## config.mk

```make
export PLATFORM = sky130hd
export DESIGN_NAME = led_bank
export DESIGN_NICKNAME = d
export VERILOG_FILES = /design/src/rtl/led_bank.sv
export SDC_FILE = /design/constraint.sdc
export NUM_CORES = 1
export LEC_CHECK = 0
export CAP_MARGIN = 40
export CORE_ASPECT_RATIO = 1.75
export CORE_MARGIN = 2
export CORE_UTILIZATION = 53
export DETAILED_ROUTE_END_ITERATION = 16
export PLACE_DENSITY = 0.83
export SETUP_SLACK_MARGIN = 0.02
export SYNTH_ARGS = -nofsm -noshare
export SYNTH_HDL_FRONTEND = slang
export SYNTH_SLANG_ARGS = --single-unit
export TNS_END_PERCENT = 1
```

## constraint.sdc

```tcl
create_clock -name wb_clk_i -period 3.2 [get_ports wb_clk_i]
set_clock_uncertainty 0.1 [all_clocks]
set_input_delay 0.8 -clock wb_clk_i [delete_from_list [all_inputs] [get_ports wb_clk_i]]
set_output_delay 0.8 -clock wb_clk_i [all_outputs]
set_load 0.01 [all_outputs]
```

## src/rtl/led_bank.sv

```systemverilog
`default_nettype none
// ============================================================================
// Module      : led_bank
// Description : Bus-programmable LED bank. The host writes the LED on/off
//               pattern, a global enable, an optional PWM brightness duty
//               and an optional blink half-period. Each LED output is the
//               stored pattern gated by enable, PWM and blink phase, and is
//               registered before it leaves the block.
//
//               Build option:
//                 LED_PWM_EN - when defined, a free-running PWM_W-bit counter
//                              and the 8-bit DUTY field in CTRL[15:8] are
//                              built. When undefined there is no PWM counter,
//                              brightness is always full, DUTY reads 0 and
//                              writes to it are dropped.
//
// Parameters  : NUM_LEDS - number of LED outputs (1..64)
//               DATA_W   - bus data width (8 or 16)
//               PWM_W    - brightness counter width
//
// Ports       : wb_clk_i  in   1         clock, rising edge
//               wb_rst_i  in   1         synchronous active-high reset
//               wb_dat_i  in   DATA_W    write data
//               wb_adr_i  in   3         word address
//               CS_N      in   1         chip select, active low
//               IOW_N     in   1         write strobe, active low
//               IOR_N     in   1         read strobe, active low
//               wb_dat_o  out  DATA_W    registered read data
//               ledout    out  NUM_LEDS  registered LED drive
//
// Register map: 0..3 LED data word i -> LEDs [i*DATA_W +: DATA_W]
//               4    CTRL   bit0 EN, bit1 BLINK, bits[15:8] DUTY
//               5    PERIOD blink half-period reload
//               6    STATUS bit0 blink phase (read-only)
//               7    reserved, reads 0
//
// Revision    : 1.0 - initial release
// ============================================================================
module led_bank #(
   parameter int NUM_LEDS = 24,
   parameter int DATA_W   = 16,
   parameter int PWM_W    = 8
) (
   input  logic                wb_clk_i,
   input  logic                wb_rst_i,
   input  logic [DATA_W-1:0]   wb_dat_i,
   input  logic [2:0]          wb_adr_i,
   input  logic                CS_N,
   input  logic                IOW_N,
   input  logic                IOR_N,
   output logic [DATA_W-1:0]   wb_dat_o,
   output logic [NUM_LEDS-1:0] ledout
);

   // Data space covers four words, but the pattern register may be wider
   // than that (NUM_LEDS > 4*DATA_W); the padded view is the larger of both.
   localparam int c_PAD_W = (4 * DATA_W > NUM_LEDS) ? 4 * DATA_W : NUM_LEDS;

   // Reject unsupported parameter sets at elaboration time.
   generate
      if (NUM_LEDS < 1 || NUM_LEDS > 64 || (DATA_W != 8 && DATA_W != 16) ||
          PWM_W < 1 || PWM_W > 32) begin : g_bad_params
         $error("led_bank: unsupported parameter set");
      end
   endgenerate

   // ------------------------------------------------------------------------
   // Bus decode
   // ------------------------------------------------------------------------
   logic                w_wr;
   logic                w_rd;
   logic [3:0]          w_wr_word;
   logic                w_wr_ctrl;
   logic                w_wr_period;

   assign w_wr        = ~CS_N & ~IOW_N;
   assign w_rd        = ~CS_N & ~IOR_N;
   assign w_wr_ctrl   = w_wr & (wb_adr_i == 3'd4);
   assign w_wr_period = w_wr & (wb_adr_i == 3'd5);

   always_comb begin
      w_wr_word = 4'b0000;
      if (w_wr && !wb_adr_i[2]) begin
         w_wr_word[wb_adr_i[1:0]] = 1'b1;
      end
   end

   // ------------------------------------------------------------------------
   // State registers
   // ------------------------------------------------------------------------
   logic [NUM_LEDS-1:0] r_data;
   logic                r_en;
   logic                r_blink;
   logic [DATA_W-1:0]   r_period;
   logic [DATA_W-1:0]   r_presc;
   logic                r_phase;
   logic [DATA_W-1:0]   r_dat_o;
   logic [NUM_LEDS-1:0] r_ledout;

   logic [NUM_LEDS-1:0] w_data_next;
   logic                w_pwm_on;
   logic [7:0]          w_duty_rd;
   logic                w_blinking;
   logic                w_led_gate;

   // ------------------------------------------------------------------------
   // LED pattern write path. Each LED bit belongs to exactly one bus word;
   // bits that fall in a word beyond address 3 cannot be written and stay 0.
   // ------------------------------------------------------------------------
   generate
      for (genvar b = 0; b < NUM_LEDS; b++) begin : g_bit
         localparam int c_WORD = b / DATA_W;
         localparam int c_BIT  = b % DATA_W;
         if (c_WORD < 4) begin : g_wr
            assign w_data_next[b] = w_wr_word[c_WORD] ? wb_dat_i[c_BIT] : r_data[b];
         end else begin : g_ro
            assign w_data_next[b] = 1'b0;
         end
      end
   endgenerate

   // ------------------------------------------------------------------------
   // PWM brightness
   // ------------------------------------------------------------------------
`ifdef LED_PWM_EN
   // Compare at the wider of counter and duty so neither is truncated.
   localparam int  c_CMP_W    = (PWM_W > 8) ? PWM_W : 8;
   localparam bit  c_HAS_DUTY = (DATA_W >= 16);

   logic [PWM_W-1:0] r_pwm_cnt;
   logic [7:0]       r_duty;
   logic [15:0]      w_dat_ext;

   generate
      if (DATA_W >= 16) begin : g_dat_ext_wide
         assign w_dat_ext = wb_dat_i[15:0];
      end else begin : g_dat_ext_narrow
         assign w_dat_ext = {{(16 - DATA_W){1'b0}}, wb_dat_i};
      end
   endgenerate

   always_ff @(posedge wb_clk_i) begin
      if (wb_rst_i) begin
         r_pwm_cnt <= '0;
         r_duty    <= 8'hFF;
      end else begin
         r_pwm_cnt <= r_pwm_cnt + 1'b1;
         // An 8-bit bus has no room for DUTY, so it keeps its reset value.
         if (w_wr_ctrl && c_HAS_DUTY) begin
            r_duty <= w_dat_ext[15:8];
         end
      end
   end

   // All-ones duty means fully on, including the cycle where cnt = 8'hFF.
   assign w_pwm_on  = (r_duty == 8'hFF) ||
                      (c_CMP_W'(r_pwm_cnt) < c_CMP_W'(r_duty));
   assign w_duty_rd = r_duty;
`else
   assign w_pwm_on  = 1'b1;
   assign w_duty_rd = 8'h00;
`endif

   // ------------------------------------------------------------------------
   // Read mux, evaluated on pre-edge state so a same-cycle write to the
   // addressed register returns the old contents.
   // ------------------------------------------------------------------------
   logic [c_PAD_W-1:0] w_data_pad;
   logic [15:0]        w_ctrl_full;
   logic [DATA_W-1:0]  w_rd_data;

   always_comb begin
      w_data_pad                 = '0;
      w_data_pad[NUM_LEDS-1:0]   = r_data;
   end

   assign w_ctrl_full = {w_duty_rd, 6'b000000, r_blink, r_en};

   always_comb begin
      w_rd_data = '0;
      case (wb_adr_i)
         3'd0, 3'd1, 3'd2, 3'd3:
            w_rd_data = w_data_pad[int'(wb_adr_i[1:0]) * DATA_W +: DATA_W];
         3'd4:    w_rd_data = w_ctrl_full[DATA_W-1:0];
         3'd5:    w_rd_data = r_period;
         3'd6:    w_rd_data = {{(DATA_W - 1){1'b0}}, r_phase};
         default: w_rd_data = '0;
      endcase
   end

   // ------------------------------------------------------------------------
   // Blink control and register file
   // ------------------------------------------------------------------------
   // A zero period cannot produce a visible blink, so it counts as steady-on.
   assign w_blinking = r_blink && (r_period != '0);
   assign w_led_gate = r_en & w_pwm_on & r_phase;

   always_ff @(posedge wb_clk_i) begin
      if (wb_rst_i) begin
         r_data   <= '0;
         r_en     <= 1'b1;
         r_blink  <= 1'b0;
         r_period <= '0;
         r_presc  <= '0;
         r_phase  <= 1'b1;
         r_dat_o  <= '0;
         r_ledout <= '0;
      end else begin
         r_data <= w_data_next;

         if (w_wr_ctrl) begin
            r_en    <= wb_dat_i[0];
            r_blink <= wb_dat_i[1];
         end

         if (w_wr_period) begin
            r_period <= wb_dat_i;
         end

         // Reloading the period restarts the blink from the lit phase.
         if (w_wr_period) begin
            r_presc <= '0;
            r_phase <= 1'b1;
         end else if (r_presc == r_period) begin
            r_presc <= '0;
            r_phase <= w_blinking ? ~r_phase : 1'b1;
         end else begin
            r_presc <= r_presc + 1'b1;
            if (!w_blinking) begin
               r_phase <= 1'b1;
            end
         end

         if (w_rd) begin
            r_dat_o <= w_rd_data;
         end

         r_ledout <= r_data & {NUM_LEDS{w_led_gate}};
      end
   end

   assign wb_dat_o = r_dat_o;
   assign ledout   = r_ledout;

endmodule
`default_nettype wire
```

==> results of run 1 <==
state kept, by name, summed over array words and instances, names as in the netlist:
register and cells:
ledout 24, r_data 24, r_period 16, r_presc 16, wb_dat_o 16, r_blink 1
r_en 1, r_phase 1
final cells by class:
type / instances / area share, %
flip-flops and latches: 99 / 40.1
well taps: 86 / 2.18
clock inverters: 5 / 2.02
repair buffers: 69 / 13.6
clock buffers: 11 / 4.91
inverters: 2 / 0.152
multi-input cells: 308 / 37.0
final timing paths:
check / start / depth (start not counted) / endpoint
hold / removal: r_data[7] / 2 / r_data[7]
setup / recovery: wb_adr_i[0] / 6 / r_period[4]
hold reg to reg: r_data[7] / 2 / r_data[7]
setup reg to reg: r_presc[2] / 4 / r_presc[13]
stage by stage:
step                      instances  total power [mW]  worst slack (ns)  hold WS, ns
final                           580              2.66             0.770        0.374
after global routing            580              2.74             0.521        0.396
after CTS                       580              2.67             0.772        0.372
after detailed placement        564              1.46             0.427        0.363
after global placement          563              1.45             0.465        0.354
after floorplan                 438              1.38              1.07        0.342
layer usage:
| layer | global-route usage [%] | part of all wire, % | routed length [um] | up-vias |
|---|---|---|---|---|
| li1 | - | - | - | 1620 |
| met1 | 25.3 | 37 | 3400 | 1624 |
| met5 | 0 | 0 | 0 | - |
| met3 | 7.02 | 4.9 | 455 | 32 |
| met4 | 13.8 | 4.1 | 377 | 0 |
| met2 | 42.6 | 54 | 5060 | 114 |
worst register-to-register path, cell delays in order, from the launching register on:
cell and delay (ns):
dfxtp_1 0.48, and3_1 0.36, nand2_1 0.16, or3_2 0.44, a211oi_1 0.26
kinds of logic (layout without fill, tap and decap cells):
| logic type | after synthesis | after routing |
|---|---|---|
| buffers and inverters | 31 | 87 |
| XOR/XNOR | 27 | 27 |
| multiplexers | 12 | 12 |
| AND/OR/NAND/NOR | 190 | 190 |
| flip-flops | 99 | 99 |
| adder cells (fa/ha/maj) | 1 | 1 |
| AO/OA/AOI/OAI | 78 | 78 |
power breakdown:
part / switching (mW) / internal (mW) / total [mW]
clock network: 0.439 / 0.782 / 1.22
logic: 0.103 / 0.0737 / 0.177
registers: 0.0132 / 1.25 / 1.26
synth_stat cells, types with 2 or more instances:
cell       number
dfxtp_1        99
nand2_1        80
a21oi_1        40
and2_1         26
xnor2_1        23
nor2_1         21
clkbuf_1       20
nand3_1        17
nor3_1         17
a22oi_1        15
mux2i_1        10
buf_2           9
a22o_1          8
nand4_1         7
o2bb2ai_1       6
nor4_1          5
and3_1          4
xor2_1          4
o21ai_0         3
a211oi_1        2
inv_1           2
nor2b_1         2
or3_2           2
==> results.json, run 1 <==
{
  "rsz0062_at_grt": "no",
  "via_per_inst": 5.84,
  "p_per_area_nw_per_um2": 537,
  "synth_top_family_by_area": "simple AND/OR/NAND/NOR gates",
  "chipHeight_um": 118,
  "ir_worst_vdd_uv": 422,
  "utilization_pct": 68.4,
  "relSlewSlack_pct": 41.3,
  "cts_hold_buffers": 0,
  "regToRegSetupSlack_ns": 1.32,
  "most-common-layout-cells": "dfxtp_1, nand2_1, clkdlybuf4s50_1",
  "setup_viol": 0,
  "cts.path.max_buffers": 2,
  "synth_nets": 463,
  "synthArstFlopShare_pct": 0,
  "synth-edff-count": 0,
  "num_rows": 41,
  "fin_nets": 514,
  "yosys_most_used_dff": "dfxtp_1",
  "post_cts_buffers": 0,
  "grt_usage_pct": 24.3,
  "syn-cell-area_um2": 3940,
  "grt_pass1_wl_um": 15800,
  "cp-start-kind": "input port",
  "tightest_slew_ns": 0.878,
  "ios": 64,
  "synth_cell_types": 39,
  "firstDrtPassIters": 5,
  "htree_levels": 3,
  "muxShareOfSynthArea_pct": 3.40,
  "synth-simple-area-share_pct": 24.0,
  "antenna_found_initial": 0,
  "synth-seq-cells": 99,
  "via_count": 3390,
  "drtAntennaViolNets": 0,
  "port_buffers": 63,
  "leakage_nw": 1.71,
  "path_cells": "clkdlybuf4s50_1 > nor2b_1 > buf_4 > nand3_1 > nand2_1 > a21oi_1",
  "yosys.area.top_type": "dfxtp_1",
  "drc": 0,
  "die_x_um": 69.2,
  "clk_latency_ns": 0.34,
  "cts_tree": "built",
  "crit_buf_inv": 2,
  "first_iter_violations": 199,
  "max_freq_mhz": 411,
  "cp_max_fo": 16,
  "synthTopCellsByArea": "dfxtp_1, nand2_1, xnor2_1",
  "grt_pass1_vias": 3338,
  "grt-ovfl-total": 0,
  "grt_max_degree": 42,
  "seqCellArea_um2": 1980,
  "post-route-period-util_pct": 76.0,
  "yosysWarnings": 0,
  "dp.final_hpwl_um": 6900,
  "period_minus_slack_ns": 2.43,
  "drv_slew": 0,
  "multi_input_area_um2": 1830,
  "wl_per_cell_um": 16.0,
  "cts_resized": 0,
  "synth_adder_area_share_pct": 0.317,
  "yosysSeqAreaShare_pct": 50.3,
  "outcome": "finished clean",
  "initial_core_util_pct": 54.5,
  "place_area_um2": 4600,
  "worst_path_largest_cell_delay_ns": 0.60,
  "clkSlewWorstSetupHoldPaths_ns": 0.06,
  "hold_viol_final": 0,
  "crit_path_top_delay_cell": "clkdlybuf4s50_1",
  "synthCells": 438,
  "fin_setup_tns_ns": 0,
  "drive_above_1_share_pct": 6.68,
  "synth_top_area_share_pct": 50.3,
  "final_common_cell": "dfxtp_1",
  "routed_wl_um": 9300,
  "gp_congestion": 0.848,
  "cpLargestDelayFamily": "simple AND/OR/NAND/NOR gates",
  "antennaDiodeCount": 0,
  "cts_made_buffers": 9,
  "cts-root-buf": "clkbuf_16",
  "maxCapViolations": 0,
  "area_delta_synth_final_pct": 25.5,
  "cp-end-kind": "flop",
  "finalInstanceArea_um2": 4950,
  "cp.arrival_ns": 2.54,
  "synthXorXnorAreaFrac_pct": 6.00,
  "fillers": 560,
  "cts_sinks": 99,
  "worst-setup-path-type": "in2reg",
  "core_area_um2": 7230,
  "avgSynthCellArea_um2": 9.00,
  "die_area_um2": 8170,
  "required_ns": 3.31,
  "hp-class": "reg2reg",
  "synth_compound_area_share_pct": 12.8
}
(Power assumes the default switching activity.)
==> run 2: changes to the inputs <==
==> constraint.sdc (replaced) <==
create_clock -name wb_clk_i -period 2.4 [get_ports wb_clk_i]
set_clock_uncertainty 0.1 [all_clocks]
set_input_delay 0.6 -clock wb_clk_i [delete_from_list [all_inputs] [get_ports wb_clk_i]]
set_output_delay 0.6 -clock wb_clk_i [all_outputs]
set_load 0.01 [all_outputs]
==> results.json, run 2 (synthesis results as in run 1) <==
{
  "outcome": "finished clean",
  "whs_ns": 0.366,
  "clk_latency_ns": 0.34,
  "hp-class": "reg2reg",
  "ios": 64,
  "firstDrtPassIters": 5,
  "grt_pass1_vias": 3282,
  "seqCellArea_um2": 1980,
  "cp-start-kind": "flop",
  "via_per_inst": 5.67,
  "grt_max_degree": 42,
  "cpLargestDelayFamily": "buffers and inverters",
  "clkSlewWorstSetupHoldPaths_ns": 0.07,
  "grt_pass1_wl_um": 16000,
  "max_freq_mhz": 514,
  "cp.arrival_ns": 1.25,
  "area_delta_synth_final_pct": 26.2,
  "drive_above_1_share_pct": 8.37,
  "wl_per_cell_um": 16.1,
  "hold_viol_final": 0,
  "setup_viol": 0,
  "num_rows": 41,
  "grt-ovfl-total": 0,
  "drc": 0,
  "cts.path.max_buffers": 2,
  "place_area_um2": 4700,
  "cp-end-kind": "primary output",
  "cts-root-buf": "clkbuf_16",
  "cts_hold_buffers": 0,
  "drv_slew": 0,
  "finalNonFillerCells": 588,
  "final_common_cell": "dfxtp_1",
  "post_cts_buffers": 0,
  "period_minus_slack_ns": 1.95,
  "cts_tree": "built",
  "fin_ws_ns": 0.454,
  "dp.final_hpwl_um": 7200,
  "relSlewSlack_pct": 56.0,
  "p_per_area_nw_per_um2": 650,
  "worst-setup-path-type": "reg2out",
  "core_area_um2": 7230,
  "crit_path_top_delay_cell": "clkdlybuf4s50_1",
  "most-common-layout-cells": "dfxtp_1, nand2_1, clkdlybuf4s50_1",
  "crit_buf_inv": 1,
  "multi_input_area_um2": 1830,
  "antenna_found_initial": 0,
  "die_area_um2": 8170,
  "port_buffers": 63,
  "htree_levels": 3,
  "die_x_um": 69.2,
  "cp_max_fo": 2,
  "place_ws_ns": 0.153,
  "initial_core_util_pct": 54.5,
  "post-route-period-util_pct": 81.1,
  "tightest_slew_ns": 0.660,
  "ir_worst_vdd_uv": 419,
  "grt_usage_pct": 24.2,
  "cts_sinks": 99,
  "path_cells": "clkdlybuf4s50_1",
  "maxCapViolations": 0,
  "worst_path_largest_cell_delay_ns": 0.55,
  "antennaDiodeCount": 0,
  "routed_wl_um": 9490,
  "dp.cells": 573,
  "fillers": 577,
  "fin_nets": 523,
  "leakage_nw": 1.73,
  "required_ns": 1.70,
  "chipHeight_um": 118,
  "cts_made_buffers": 9,
  "via_count": 3335,
  "first_iter_violations": 229,
  "finalInstanceArea_um2": 4970,
  "cts_resized": 0,
  "rsz0062_at_grt": "no",
  "fin_setup_tns_ns": 0,
  "drtAntennaViolNets": 0,
  "gp_congestion": 0.872
}
## run 2: metal layers
metal  part of all wire (%)  vias to the layer above  track usage, %
li1                       -                     1631               -
met1                     38                     1585            26.5
met2                     55                       94            43.8
met3                    3.6                       25            3.94
met4                    3.4                        0            12.5
met5                      0                        -               0
## run 2: worst paths after layout
| path | start | end | slack, ns | depth (start not counted) |
|---|---|---|---|---|
| worst max-delay path | wb_dat_o[8] | wb_dat_o[8] | 0.45 | 1 |
| worst min-delay path | r_data[14] | r_data[14] | 0.37 | 2 |
| worst max register to register | r_presc[2] | r_presc[15] | 0.52 | 4 |
| worst min register to register | r_data[14] | r_data[14] | 0.37 | 2 |
## run 2: area by class of cell
type,instances,share of cell area (%)
Sequential cell,99,39.9
Clock inverter,5,0.579
Timing Repair Buffer,78,15.6
Clock buffer,10,4.81
Multi-Input combinational cell,308,36.8
Tap cell,86,2.16
Inverter,2,0.151
## run 2: through the flow
| step | power, mW | util [%] |
|---|---|---|
| after floorplan | 1.85 | - |
| after global placement | 1.95 | 64.9 |
| after detailed placement | 1.96 | 65.0 |
| after CTS | 3.25 | 68.7 |
| after global routing | 3.34 | 68.7 |
| final | 3.23 | 68.7 |
## run 2: report_power, final
group / switching, mW / leakage [nW] / internal (mW) / total (mW)
Clock: 0.586 / 0.138 / 0.721 / 1.31
Combinational: 0.142 / 0.796 / 0.105 / 0.248
Sequential: 0.0174 / 0.799 / 1.66 / 1.68
==> run 3: changes to the inputs <==
==> constraint.sdc (replaced) <==
create_clock -name wb_clk_i -period 2 [get_ports wb_clk_i]
set_clock_uncertainty 0.1 [all_clocks]
set_input_delay 0.5 -clock wb_clk_i [delete_from_list [all_inputs] [get_ports wb_clk_i]]
set_output_delay 0.5 -clock wb_clk_i [all_outputs]
set_load 0.01 [all_outputs]
==> results.json, run 3 (synthesis results as in run 1) <==
{
  "path_cells": "clkdlybuf4s50_1",
  "final_common_cell": "dfxtp_1",
  "hp-start": "wb_rst_i",
  "via_count": 3377,
  "cp-end-kind": "primary output",
  "worst_path_largest_cell_delay_ns": 0.55,
  "setup_viol": 0,
  "drc": 0,
  "p_int_mw": 3.26,
  "hp-class": "in2reg",
  "required_ns": 1.40,
  "chipHeight_um": 118,
  "cp-start-kind": "flop",
  "outcome": "finished clean",
  "cp_max_fo": 2,
  "post-route-period-util_pct": 91.5,
  "r2r_start": "r_presc[7]",
  "cts.path.max_buffers": 2,
  "cts-root-buf": "clkbuf_16",
  "max_freq_mhz": 547,
  "num_rows": 41,
  "via_per_inst": 5.65,
  "cpLargestDelayFamily": "buffers and inverters",
  "antenna_found_initial": 0,
  "htree_levels": 3,
  "fillers": 552,
  "pwr-share-clk_pct": 44.6,
  "grt_max_degree": 54,
  "post_cts_buffers": 0,
  "fin_nets": 532,
  "cts_made_buffers": 9,
  "p_switching_mw": 0.933,
  "dp.final_hpwl_um": 7230,
  "initial_core_util_pct": 54.5,
  "grt_usage_pct": 24.6,
  "wl_per_cell_um": 16.1,
  "clkSlewWorstSetupHoldPaths_ns": 0.07,
  "antennaDiodeCount": 0,
  "firstDrtPassIters": 4,
  "share_comb_of_total_power_pct": 7.4,
  "die_x_um": 69.2,
  "ir_worst_vdd_uv": 591,
  "swShare_pct": 22.3,
  "cts_sinks": 99,
  "port_buffers": 63,
  "top_layer_used": "met4",
  "p_per_area_nw_per_um2": 820,
  "hold_viol_final": 0,
  "fin_setup_tns_ns": 0,
  "rsz0062_at_grt": "no",
  "area_delta_synth_final_pct": 29.7,
  "maxCapViolations": 0,
  "worst-setup-path-type": "reg2out",
  "cp-startpoint": "wb_dat_o[8]",
  "clk_latency_ns": 0.34,
  "grt_pass1_wl_um": 16400,
  "gp_congestion": 0.873,
  "period_minus_slack_ns": 1.83,
  "power_mw": 4.19,
  "utilization_pct": 70.6,
  "routed_wl_um": 9610,
  "crit_buf_inv": 1,
  "leakage_nw": 1.81,
  "cp.arrival_ns": 1.23,
  "relSlewSlack_pct": 64.0,
  "grt-ovfl-total": 0,
  "crit_path_top_delay_cell": "clkdlybuf4s50_1",
  "drtAntennaViolNets": 0,
  "met2_wirelength_um": 5220,
  "drv_slew": 0,
  "first_iter_violations": 250,
  "route.met3.wl_um": 302,
  "ios": 64,
  "cts_tree": "built",
  "finalInstanceArea_um2": 5110,
  "grt_pass1_vias": 3374,
  "core_area_um2": 7230,
  "tightest_slew_ns": 0.539,
  "die_area_um2": 8170,
  "drive_above_1_share_pct": 10.2,
  "met1_length_um": 3790,
  "cts_hold_buffers": 0,
  "place_area_um2": 4780,
  "pwr-share-seq_pct": 48.1,
  "most-common-layout-cells": "dfxtp_1, nand2_1, clkdlybuf4s50_1",
  "cts_resized": 0
}
run 3: area by class of cell:
class | instances | area, um^2 | area share [%]
clock buffer | 10 | 239 | 4.68
clock inverter | 6 | 86.3 | 1.69
inverter | 2 | 7.51 | 0.147
multi-input combinational | 308 | 1830 | 35.8
sequential | 99 | 1980 | 38.8
tap | 86 | 108 | 2.11
timing repair buffer | 87 | 856 | 16.7
run 3: power groups by stage:
stage	combinational [mW]	clock, mW	sequential, mW
6_report	0.309	1.87	2.01
5_1_grt	0.333	1.96	2.01
4_1_cts	0.308	1.88	2.01
3_5_place_dp	0.305	0	2.06
3_3_place_gp	0.295	0	2.06
2_1_floorplan	0.161	0	2.05
run 3: through the flow:
stage	worst slack, ns	std cells	hold slack (ns)
detailed placement	-0.137	582	0.362
CTS	0.156	598	0.314
global route	0.0589	598	0.327
floorplan	0.173	438	0.342
global placement	-0.241	581	0.354
finish	0.170	598	0.314
run 3: worst paths after layout:
check                           slack (ns)  depth (start not counted)          end
worst min register to register        0.37                          2   r_data[14]
worst max-delay path                  0.17                          1  wb_dat_o[8]
worst min-delay path                  0.31                          2  r_period[1]
worst max register to register        0.18                          4  r_presc[15]
run 3: metal layers:
metal | vias up | track usage, %
met4 | 0 | 12.3
met1 | 1614 | 27.9
li1 | 1656 | -
met5 | - | 0
met2 | 79 | 43.6
met3 | 28 | 4.11
